<file path="src/rtl/fft_frame_sequencer.sv">
// Frame scheduler for the 64-point in-place radix-2 DIF FFT core.
// Sequences load, compute stages and unload; the next frame's load overlaps the current unload.
//
//  state   | meaning
//  --------+-------------------------------------------------------------
//  IDLE    | waiting for the first sample of a frame
//  LOAD    | accepting samples 1..N-1 of the frame into the core
//  COMPUTE | core runs its butterfly stages, one advance per cycle
//  UNLOAD  | streaming results to the sink, optionally loading next frame
module fft_frame_sequencer #(
   parameter int N_POINTS     = 64,
   parameter int CNT_W        = 6,
   parameter int N_STAGES     = 6,
   parameter int STAGE_CYCLES = 32,
   parameter int FRAME_CNT_W  = 16
) (
   input  logic                   clk,
   input  logic                   nrst,
   input  logic                   flush,
   input  logic                   s_valid,
   output logic                   s_ready,
   output logic                   m_valid,
   input  logic                   m_ready,
   output logic                   m_last,
   output logic                   core_start,
   output logic                   core_valid,
   output logic                   busy,
   output logic [FRAME_CNT_W-1:0] frame_cnt
);

   localparam int COMP_CYCLES = N_STAGES * STAGE_CYCLES;
   localparam logic [CNT_W-1:0] SAMP_LAST = CNT_W'(N_POINTS - 1);
   localparam logic [7:0]       COMP_LAST = 8'(COMP_CYCLES - 1);

   typedef enum logic [1:0] {IDLE, LOAD, COMPUTE, UNLOAD} state_t;

   state_t                 state_q, state_d;
   logic [CNT_W-1:0]       samp_q, samp_d;
   logic [7:0]             comp_q, comp_d;
   logic                   ovl_q, ovl_d;
   logic                   rst_done_q;
   logic [FRAME_CNT_W-1:0] frame_q, frame_d;
   logic                   advance;

   always_comb begin
      state_d    = state_q;
      samp_d     = samp_q;
      comp_d     = comp_q;
      ovl_d      = ovl_q;
      frame_d    = frame_q;
      s_ready    = 1'b0;
      m_valid    = 1'b0;
      m_last     = 1'b0;
      core_start = 1'b0;
      core_valid = 1'b0;
      advance    = 1'b0;

      // Nothing is decoded until the first cycle after reset release has passed.
      if (rst_done_q) begin
         case (state_q)
            IDLE: begin
               s_ready = 1'b1;
               if (s_valid) begin
                  core_start = 1'b1;
                  core_valid = 1'b1;
                  samp_d     = CNT_W'(1);
                  state_d    = LOAD;
               end
            end

            LOAD: begin
               s_ready    = 1'b1;
               core_valid = s_valid;
               if (s_valid) begin
                  if (samp_q == SAMP_LAST) begin
                     samp_d  = '0;
                     comp_d  = '0;
                     state_d = COMPUTE;
                  end else begin
                     samp_d = samp_q + CNT_W'(1);
                  end
               end
            end

            COMPUTE: begin
               core_valid = 1'b1;
               if (comp_q == COMP_LAST) begin
                  comp_d  = '0;
                  samp_d  = '0;
                  ovl_d   = 1'b0;
                  state_d = UNLOAD;
               end else begin
                  comp_d = comp_q + 8'd1;
               end
            end

            UNLOAD: begin
               if (ovl_q) begin
                  // Result and next-frame sample move together so the bank swap stays aligned.
                  m_valid = s_valid;
                  s_ready = m_ready;
                  advance = s_valid & m_ready;
               end else begin
                  m_valid = 1'b1;
                  advance = m_ready;
                  if (samp_q == '0) begin
                     s_ready = m_ready;
                     if (s_valid && m_ready) begin
                        core_start = 1'b1;
                        ovl_d      = 1'b1;
                     end
                  end
               end
               m_last     = m_valid & (samp_q == SAMP_LAST);
               core_valid = advance;
               if (advance) begin
                  if (samp_q == SAMP_LAST) begin
                     frame_d = frame_q + FRAME_CNT_W'(1);
                     samp_d  = '0;
                     comp_d  = '0;
                     ovl_d   = 1'b0;
                     state_d = ovl_q ? COMPUTE : IDLE;
                  end else begin
                     samp_d = samp_q + CNT_W'(1);
                  end
               end
            end

            default: state_d = IDLE;
         endcase
      end

      if (flush) begin
         core_start = 1'b0;
         core_valid = 1'b0;
         state_d    = IDLE;
         samp_d     = '0;
         comp_d     = '0;
         ovl_d      = 1'b0;
         frame_d    = frame_q;
      end
   end

   assign busy      = (state_q != IDLE);
   assign frame_cnt = frame_q;

   always_ff @(posedge clk or negedge nrst) begin
      if (!nrst) begin
         state_q    <= IDLE;
         samp_q     <= '0;
         comp_q     <= '0;
         ovl_q      <= 1'b0;
         rst_done_q <= 1'b0;
         frame_q    <= '0;
      end else begin
         state_q    <= state_d;
         samp_q     <= samp_d;
         comp_q     <= comp_d;
         ovl_q      <= ovl_d;
         rst_done_q <= 1'b1;
         frame_q    <= frame_d;
      end
   end

endmodule

</file>
<file path="config.mk">
export PLATFORM = sky130hd
export DESIGN_NAME = fft_frame_sequencer
export DESIGN_NICKNAME = d
export VERILOG_FILES = /design/src/rtl/fft_frame_sequencer.sv
export SDC_FILE = /design/constraint.sdc
export NUM_CORES = 1
export LEC_CHECK = 0
export BUFFER_PORTS_ARGS = -buffer_cell sky130_fd_sc_hd__clkbuf_2
export CORE_ASPECT_RATIO = 2
export CORE_MARGIN = 5
export CORE_UTILIZATION = 60
export DETAILED_ROUTE_END_ITERATION = 8
export PLACE_DENSITY = 0.9
export SYNTH_ARGS = -nofsm -noshare
export SYNTH_HDL_FRONTEND = slang
export SYNTH_SLANG_ARGS = --single-unit
export TNS_END_PERCENT = 100
</file>
<file path="constraint.sdc">
create_clock -name clk -period 4.5 [get_ports clk]
set_input_delay 0.675 -clock clk [delete_from_list [all_inputs] [get_ports clk]]
set_output_delay 0.675 -clock clk [all_outputs]
set_load 0.01 [all_outputs]
</file>
==> flow_metrics.tcl <==
set metrics [dict create \
    reg2reg_from "state_q[0]$_DFFE_PN0P_" \
    port_buffers 26 \
    diodes 0 \
    vias_per_cell 6.20 \
    place_hpwl_mm 3.79 \
    synth_enable_flop_cells 0 \
    grt_pass1_vias 1898 \
    chipWidth_um 52.6 \
    p_leak_nw 1.14 \
    crit_type "reg -> reg" \
    synth_fp_nets 236 \
    cts_hold_buf 0 \
    required_ns 4.69 \
    core_um2 3570 \
    firstDrtPassIters 4 \
    arrival_ns 3.02 \
    wl_per_cell_um 17.2 \
    ys_seq_elements 34 \
    critPathCaptureType "flop" \
    p_per_area_nw_per_um2 371 \
    clkSinkCount 34 \
    crit_chain "inv_1, ha_1, nand2b_2, a21oi_1, or4b_4, o31ai_1" \
    cp_slowest_cell "a21oi_1" \
    path_clk_slew_ns 0.08 \
    antenna_found_initial 0 \
    design.portCount 27 \
    cpPeakStageDelay_ns 0.75 \
    hold_class "in -> async" \
    cts_tree "built" \
    setup_viol 0 \
    finalNetCount 261 \
    track_usage_pct 23.3 \
    drt_iter0_drc 63 \
    cts-root-buf "clkbuf_8" \
    grt_overflow 0 \
    num_rows 31 \
    grt_pass1_wl_mm 8.67 \
    mostFrequentLayoutCells "34 x dfrtp_1, 26 x clkbuf_2, 18 x nand2_1" \
    layout-drive-gt1-share_pct 19.8 \
    post_cts_buffers 0 \
    postCtsResizedCells 0 \
    rsz0062_at_grt "false" \
    ys_types 61 \
    async_reset_ff_share_pct 100 \
    drc 0 \
    clockBufferDepth 2 \
    drv_cap 0 \
    fmaxAchievable_mhz 353 \
    ys_warn_count 0 \
    syn_area_per_cell_um2 9.83 \
    final.setup.tns_ns 0 \
    syn_area_um2 2170 \
    max_slew_margin_pct 37.8 \
    drv_slew 0 \
    gp_congestion 0.971 \
    layout_commonest_cell "dfrtp_1" \
    initial_utilization_pct 60.9 \
    totalWireLength_mm 5.10 \
    numCtsBuffers 5 \
    place_ws_ns 1.74 \
    grt_max_degree 35 \
    clock_latency_ns 0.29 \
    hold_viol 0 \
    setup_ws_ns 1.66 \
    num_vias 1836 \
    cp-start-kind "flop" \
    max-vdd-ir-drop_uv 230 \
    layout_min_cycle_time_ns 2.84 \
    status "complete, no violations" \
    cts_htree_levels 2 \
    area_growth_pct 11.0 \
    worstPathMaxFanout 11 \
    ant_nets 0 \
    synth_cells 221 \
    ys.flop_type "dfrtp_1" \
    skew_ns 0.00964 \
    die_y_um 95.1 \
    ys_seq_area_share_pct 39.1 \
    tightest_slew_ns 0.933 \
    die_area_um2 5000 \
    fin_crit_sh_pct 63.0 \
    startpoint "state_q[0]$_DFFE_PN0P_" \
]
==> cell type report <==
class,count,area (um2)
Clock inverter,3,40.0
Sequential cell,34,851
Multi-Input combinational cell,168,1220
Fill cell,299,1160
Timing Repair Buffer,26,130
Inverter,11,41.3
Clock buffer,5,68.8
Tap cell,49,61.3
==> per-layer routing <==
metal  vias to the layer above  track usage (%)  wire (um)
met5                         -                0          0
met4                         0             13.0        217
met3                        19             4.07        202
met2                        61             41.4       2830
met1                       882             24.9       1850
li1                        874                -          -
==> flip-flops by register name, summed over array words and instances (netlist names) <==
signal / count
comp_q: 8
ovl_q: 1
rst_done_q: 1
state_q: 2
samp_q: 6
frame_cnt: 16
==> cells in the mapped netlist (3+ instances only) <==
master | count | share of area [%]
o21ai_0 | 5 | 1.2
nand3_1 | 12 | 2.8
a31oi_1 | 4 | 1.2
xor2_1 | 7 | 2.8
inv_1 | 11 | 1.9
o41ai_1 | 5 | 2.0
o22ai_1 | 3 | 0.86
a21oi_1 | 5 | 1.2
nand2_1 | 18 | 3.1
and3_1 | 7 | 2.0
o31ai_1 | 5 | 1.7
ha_1 | 10 | 5.8
dfrtp_1 | 34 | 39
xnor2_1 | 8 | 3.2
mux2i_1 | 4 | 1.8
nor2_1 | 13 | 2.2
nor3_1 | 10 | 2.3
nand4_1 | 8 | 2.3
==> power by group <==
group / switching (mW) / internal, mW
Clock: 0.115 / 0.163
Combinational: 0.166 / 0.106
Sequential: 0.0233 / 0.322
==> cells by family after synthesis <==
logic type	Yosys count	synth area share, %
xor gates and xnor gates	15	6.05
AOI/OAI and AO/OA	44	16.6
buffers and inverters	19	4.72
DFF	34	39.1
other	1	0.173
muxes	5	2.36
adders and majority gates	10	5.76
and+or+nand+nor	93	25.2
==> through the flow <==
step	power [mW]	std cells	hold WS, ns	utilization (%)	area, um2
after floorplan	0.546	221	0.379	-	2170
after global placement	0.611	288	0.457	64.6	2300
after detailed placement	0.620	288	0.469	64.6	2300
after CTS	0.898	296	0.478	67.6	2410
after global routing	0.938	296	0.511	67.6	2410
final	0.895	296	0.465	67.6	2410
==> worst max-delay path: cells and delay by family (launching register included) <==
kind | cells | cell delay [ns]
AND/OR/NAND/NOR | 2 | 0.75
AO/OA/AOI/OAI | 2 | 1.00
adder cells (fa/ha/maj) | 1 | 0.37
buffers and inverters | 1 | 0.17
flip-flops | 1 | 0.43
==> worst paths after layout <==
kind | to | cells past startpoint | slack [ns]
worst max-delay path | comp_q[3]$_DFFE_PN0P_ | 6 | 1.66
worst min-delay path | ovl_q$_DFFE_PN0P_ | 1 | 0.46
worst max register to register | comp_q[3]$_DFFE_PN0P_ | 6 | 1.66
worst min register to register | frame_cnt[15]$_DFFE_PN0P_ | 1 | 0.48
max in group asynchronous | samp_q[2]$_DFFE_PN0P_ | 1 | 3.50
min in group clk | frame_cnt[15]$_DFFE_PN0P_ | 1 | 0.48
(Power assumes the default switching activity.)
